`src/rtl/exibe_sequencia.sv`:
```
// exibe_sequencia -- plays back a stored sequence of jogadas on four LEDs.
//
// Each jogada is read from an external memory at address 'endereco'. It is
// lit for T_ON cycles and then kept dark for T_OFF cycles. Playback stops
// after the jogada whose index matches the limit captured at start.
//
// Ports
//   clock      : single clock, rising edge
//   reset      : asynchronous, active-low reset
//   iniciar    : start request, accepted only while idle
//   parar      : synchronous abort back to idle
//   limite     : index of the last jogada to show, captured at start
//   dado       : memory read data for 'endereco'
//   endereco   : memory address of the current jogada
//   leds       : registered LED drive
//   ativo      : high whenever the machine is not idle
//   pronto     : one-cycle pulse after the last jogada has been shown
//   db_estado  : current state code, for debug
module exibe_sequencia #(
    parameter int T_ON  = 500,
    parameter int T_OFF = 250
) (
    input  logic       clock,
    input  logic       reset,
    input  logic       iniciar,
    input  logic       parar,
    input  logic [3:0] limite,
    input  logic [3:0] dado,
    output logic [3:0] endereco,
    output logic [3:0] leds,
    output logic       ativo,
    output logic       pronto,
    output logic [3:0] db_estado
);

    // The counter only ever reaches T_x-1 before the state is left, so
    // clog2 of the longest phase is enough and it can never wrap.
    localparam int T_MAX = (T_ON > T_OFF) ? T_ON : T_OFF;
    localparam int CW    = (T_MAX > 1) ? $clog2(T_MAX) : 1;
    localparam logic [CW-1:0] ON_LAST  = CW'(T_ON - 1);
    localparam logic [CW-1:0] OFF_LAST = CW'(T_OFF - 1);

    typedef enum logic [3:0] {
        OCIOSO  = 4'd0,
        PREPARA = 4'd1,
        ACENDE  = 4'd2,
        APAGA   = 4'd3,
        PROXIMO = 4'd4,
        FIM     = 4'd5
    } estado_t;

    estado_t       estado_q, estado_d;
    logic [CW-1:0] cnt_q, cnt_d;
    logic [3:0]    end_q, end_d;
    logic [3:0]    lim_q, lim_d;
    logic [3:0]    leds_q, leds_d;
    logic          ativo_q, ativo_d;
    logic          pronto_q, pronto_d;

    // Next-state, counter, address and LED computation.
    always_comb begin
        estado_d = estado_q;
        cnt_d    = {CW{1'b0}};
        end_d    = end_q;
        lim_d    = lim_q;
        leds_d   = leds_q;

        if (parar && (estado_q != OCIOSO)) begin
            // Abort: drop everything, keep the address where it was.
            estado_d = OCIOSO;
            leds_d   = 4'b0000;
        end else begin
            case (estado_q)
                OCIOSO: begin
                    leds_d = 4'b0000;
                    // parar has priority over iniciar while idle.
                    if (iniciar && !parar) begin
                        lim_d    = limite;
                        end_d    = 4'd0;
                        estado_d = PREPARA;
                    end else begin
                        estado_d = OCIOSO;
                    end
                end
                PREPARA: begin
                    // Memory data for the new address is valid by now.
                    leds_d   = dado;
                    estado_d = ACENDE;
                end
                ACENDE: begin
                    if (cnt_q == ON_LAST) begin
                        leds_d   = 4'b0000;
                        estado_d = APAGA;
                    end else begin
                        cnt_d = cnt_q + CW'(1);
                    end
                end
                APAGA: begin
                    if (cnt_q == OFF_LAST) begin
                        estado_d = PROXIMO;
                    end else begin
                        cnt_d = cnt_q + CW'(1);
                    end
                end
                PROXIMO: begin
                    // Compare before incrementing so index 15 never wraps.
                    if (end_q == lim_q) begin
                        estado_d = FIM;
                    end else begin
                        end_d    = end_q + 4'd1;
                        estado_d = PREPARA;
                    end
                end
                FIM: begin
                    estado_d = OCIOSO;
                end
                default: begin
                    estado_d = OCIOSO;
                    leds_d   = 4'b0000;
                end
            endcase
        end

        // Status flags are registered from the next state so they line up
        // with db_estado without any input-to-output path.
        ativo_d  = (estado_d != OCIOSO);
        pronto_d = (estado_d == FIM);
    end

    // State and output registers.
    always_ff @(posedge clock or negedge reset) begin
        if (!reset) begin
            estado_q <= OCIOSO;
            cnt_q    <= {CW{1'b0}};
            end_q    <= 4'd0;
            lim_q    <= 4'd0;
            leds_q   <= 4'b0000;
            ativo_q  <= 1'b0;
            pronto_q <= 1'b0;
        end else begin
            estado_q <= estado_d;
            cnt_q    <= cnt_d;
            end_q    <= end_d;
            lim_q    <= lim_d;
            leds_q   <= leds_d;
            ativo_q  <= ativo_d;
            pronto_q <= pronto_d;
        end
    end

    assign endereco  = end_q;
    assign leds      = leds_q;
    assign ativo     = ativo_q;
    assign pronto    = pronto_q;
    assign db_estado = estado_q;

endmodule
```
`config.mk`:
```
export PLATFORM = sky130hd
export DESIGN_NAME = exibe_sequencia
export DESIGN_NICKNAME = d
export VERILOG_FILES = /design/src/rtl/exibe_sequencia.sv
export SDC_FILE = /design/constraint.sdc
export NUM_CORES = 1
export LEC_CHECK = 0
export BUFFER_PORTS_ARGS = -buffer_cell sky130_fd_sc_hd__buf_2
export CORE_AREA = 2 2 55 57
export CTS_BUF_LIST = sky130_fd_sc_hd__clkbuf_8 sky130_fd_sc_hd__clkbuf_16
export DETAILED_ROUTE_END_ITERATION = 16
export DIE_AREA = 0 0 57 59
export GPL_TIMING_DRIVEN = 0
export HOLD_SLACK_MARGIN = 0.12
export PLACE_DENSITY = 0.84
export RECOVER_POWER = 50
export SLEW_MARGIN = 20
export SYNTH_ARGS = -nofsm -noshare
export SYNTH_HDL_FRONTEND = slang
export SYNTH_SLANG_ARGS = --single-unit
```
`constraint.sdc`:
```
create_clock -name clock -period 2.1 [get_ports clock]
set_clock_uncertainty 0.15 [all_clocks]
set_input_delay 0.42 -clock clock [delete_from_list [all_inputs] [get_ports clock]]
set_output_delay 0.42 -clock clock [all_outputs]
set_load 0.005 [all_outputs]
```
Yosys cells after proc, flatten, opt, wreduce, memory -nomap -nowiden
Index checks and enable logic that the tools add are counted.
- bits of input ports: 12
- register bits: 27
- output and inout bits: 14
- muxes and demuxes: 16
- bitwise gates (word level): 1
- add/subtract/negate cells: 2
- equality and inequality tests: 13
- reductions and logical operators: 11
- operator list (operator ; number):
    $mux 4 ; 7
    $mux 9 ; 3
    $pmux 4 s5 ; 1
    $pmux 9 s2 ; 1
    $eq 4x3->1 const B ; 3
    $pmux 4 s3 ; 1
    $add 9x1->9 const B ; 1
    $eq 9x8->1 const B ; 1
    $eq 9x9->1 const B ; 1
    $eq 4x2->1 const B ; 2
    $pmux 4 s2 ; 1
    $reduce_bool 4->1 ; 2
    $add 4x1->4 const B ; 1
    $eq 4x1->1 const B ; 1
    $eq 4x4->1 ; 1
    $logic_not 4->1 ; 1
    $ne 2x2->1 const B ; 2
    $reduce_and 4->1 ; 1
    $mux 3 ; 1
    $ne 3x3->1 const B ; 1
    $reduce_and 3->1 ; 1
    $reduce_or 3->1 ; 1
    $logic_and 1x1->1 ; 2
    $ne 2x1->1 const B ; 1
    5 further kinds ; 5

Longest topological paths before layout
- depth after elaboration: 6
- mapped depth: 7
- gate-level depth less buffers: 6

Worst setup path before layout
No wires, ideal clock.
- kind: register to register
- start point: register estado_q[0] (netlist: db_estado[0])
- end point: register end_q[0] (netlist: endereco[0])
- data arrival time: 1.525 ns
- stages on the path, launching flop included: 6
- buffers on the path: 1
- setup slack: 0.300 ns
- cell sequence: dfrtp_1 buf_4 nor4_1 o21ai_0 a21oi_1 mux2_2
- cells in the longest elaborated chain, start to end: 4
- RTL lines (element ; line ; source):
    start: declaration ; 52 ; estado_t estado_q, estado_d;
    start signal: assignment ; 141 ; estado_q <= estado_d;
    parallel branches: the longest is 4 deep, another holds $eq 4x3->1 ; n/a ;
    end signal: assignment ; 143 ; end_q <= end_d;
    end: declaration ; 54 ; logic [3:0] end_q, end_d;
Parallel ways; which one is timed is not known.
A chain may end at the register's enable or synchronous reset.

Worst setup path after layout
Ends and elaborated chain as after synthesis.

==> metrics.cfg <==
[outcome]
run_status = complete, no violations

[detailed_routing]
num_vias = 1098
drtIter0Drc = 37
routedWlPerCell_um = 14.15
drc = 0
wl_mm = 2.759
via_per_inst = 5.631
dr.pass1.iters = 4
antenna_left = 0

[cts]
ctsResizeCount = 0
cts.reportedPaths.clkPinSlew_ps = 90
cts_setup_buffers = 0
clock_path_buffers = 2
cts_root_buf = clkbuf_8
clock_latency_ps = 280
cts_tree = done
cts_buffers = 3
numClockSinks = 27
cts_hold_buf = 1
h-tree-depth = 1

[layout]
final_cell_mix = dfrtp_1 (27), buf_2 (21), nor2_1 (17)
drive_above_1_share = 0.2378
final_cells = 195
antenna_cells = 0
nNetsFinal = 180
syn_to_final_growth_pct = 15.32
layout.cells.most_common = dfrtp_1

[critical_path]
worst_setup_path_start_kind = flop
crit_required_ps = 2120
arrival_ps = 1950
crit_fanout = 9
max_stage_delay_ps = 380
endpoint_kind = flop
cpLargestDelayFamily = compound AO/OA/AOI/OAI gates
crit_path_top_delay_cell = dfrtp_1
critPathKind = flop to flop
path_cells = buf_4 -> nor4_1 -> o21ai_0 -> a21oi_1 -> mux2_2
worstPathBufferInverterCount = 1

[logic_synthesis]
synth_area_mm2 = 0.001413
yosysWarnings = 0
synthCells = 134
ys_async_sr_fraction = 1.000
synth.yosys.seq_area_share = 0.4783
syn_nets = 149
synthFlopType = dfrtp_1
synth-seq-cells = 27
synthDistinctLibCells = 39
syn_area_per_cell_um2 = 10.54
synth_edf_count = 0

[flow_run]
cap_violations = 0

[power_and_ir_drop]
power_density_mw_per_mm2 = 578.5
p_leak_nw = 0.7191
peakVddDrop_mv = 0.5545

[place]
dp_hpwl_mm = 2.021
dp_slack_ps = 182.1
place_congestion = 0.7955
dp_cells = 190
port-buffer-count = 25

[floorplan]
die_y_um = 59
std_cell_rows = 19
fp.coreArea_mm2 = 0.002710
dieArea_mm2 = 0.003363
io_pins = 26
die_x_um = 57
initial_core_util = 0.5212

[sta]
fin_ws_ps = 173.7
max_slew_margin = 0.5519
worst_pin_slew_ps = 672.2
min_period_ps = 1926
setup_violations = 0
hold_violations = 0
setup_tns_ps = 0
fin_crit_sh = 0.9173
whs_ps = 202.8
rsz0062_at_grt = no
fmax_ghz = 0.5191
drv_slew = 0

[global_route]
grt_usage = 0.1875
antenna_found_initial = 0
grt-ovfl-total = 0
grt_max_degree = 28
grt_pass1_vias = 1110
grt_pass1_wl_mm = 4.892

[min_path]
hold_class = primary input to flop

report_power, final:
part / switching [mW] / internal (mW)
Combinational: 0.0495 / 0.0434
Clock: 0.164 / 0.133
Sequential: 0.0140 / 0.538
logic make-up (layout without fill, tap and decap cells):
| family | Yosys count | in the layout | synth area share |
|---|---|---|---|
| other cells | 1 | 1 | 0.002655 |
| simple gates | 54 | 54 | 0.2205 |
| buf+inv | 11 | 41 | 0.04252 |
| fa+ha+maj | 4 | 4 | 0.03455 |
| flops | 27 | 27 | 0.4783 |
| compound gates | 18 | 18 | 0.09211 |
| xor+xnor | 11 | 11 | 0.06820 |
| mux | 8 | 8 | 0.06111 |
worst paths after layout:
check,cells past startpoint,endpoint,slack (ps),from
worst max-delay path,5,endereco[0]$_DFFE_PN0P_,170,db_estado[0]$_DFF_PN0_
worst min-delay path,2,leds[3]$_DFFE_PN0P_,200,dado[3]
worst max register to register,5,endereco[0]$_DFFE_PN0P_,170,db_estado[0]$_DFF_PN0_
worst min register to register,1,cnt_q[0]$_DFF_PN0_,370,cnt_q[0]$_DFF_PN0_
max in group asynchronous,2,lim_q[3]$_DFFE_PN0P_,810,reset
min in group asynchronous,2,endereco[0]$_DFFE_PN0P_,550,reset
cell type report:
class	instances	area (µm²)
Buffer	5	37.54
Clock buffer	3	41.29
Clock inverter	1	5.005
Fill cell	221	1081
Inverter	6	22.52
Multi-Input combinational cell	96	676.9
Sequential cell	27	675.6
Tap cell	31	38.79
Timing Repair Buffer	26	131.4
per-layer routing:
layer | share of wire | GRT usage | routed length, µm
met5 | 0 | 0 | 0
met4 | 0.017 | 0.08306 | 46
met1 | 0.43 | 0.2246 | 1193
met3 | 0.041 | 0.02838 | 113
met2 | 0.51 | 0.3350 | 1406
Yosys cell counts (all sizes together) (2+ instances only):
| cell type | n | area (µm²) |
|---|---|---|
| nor4 | 3 | 33.78 |
| nor3b | 2 | 15.01 |
| nand4 | 2 | 12.51 |
| buf | 3 | 30.03 |
| a22o | 4 | 35.03 |
| nor2 | 17 | 63.81 |
| xor2 | 5 | 43.79 |
| nand2 | 5 | 18.77 |
| mux2i | 3 | 30.03 |
| clkbuf | 2 | 7.510 |
| inv | 6 | 22.52 |
| nand2b | 4 | 25.02 |
| nor3 | 6 | 35.03 |
| nand3 | 4 | 20.02 |
| nand3b | 3 | 22.52 |
| xnor2 | 6 | 52.55 |
| mux2 | 5 | 56.30 |
| ha | 3 | 37.54 |
| or2 | 2 | 17.52 |
| a21oi | 5 | 25.02 |
| or3 | 2 | 12.51 |
| dfrtp | 27 | 675.7 |
| a211oi | 2 | 15.01 |
registers in the layout (all words and copies together), names as in the netlist:
signal     count
db_estado      4
ativo          1
lim_q          4
pronto         1
leds           4
cnt_q          9
endereco       4
worst register-to-register path, stage by stage (launching register included):
cell and delay, ps:
dfrtp_1 380, buf_4 160, nor4_1 330, o21ai_0 190, a21oi_1 250, mux2_2 360
stage by stage:
step | utilization | area (µm²) | power (mW)
final | 0.6011 | 1629 | 0.9425
after global routing | 0.6011 | 1629 | 0.9804
after CTS | 0.6025 | 1633 | 0.9483
after detailed placement | 0.5817 | 1577 | 0.6561
after global placement | 0.5817 | 1577 | 0.6514
after floorplan | - | 1413 | 0.6188
(Power assumes the default switching activity.)
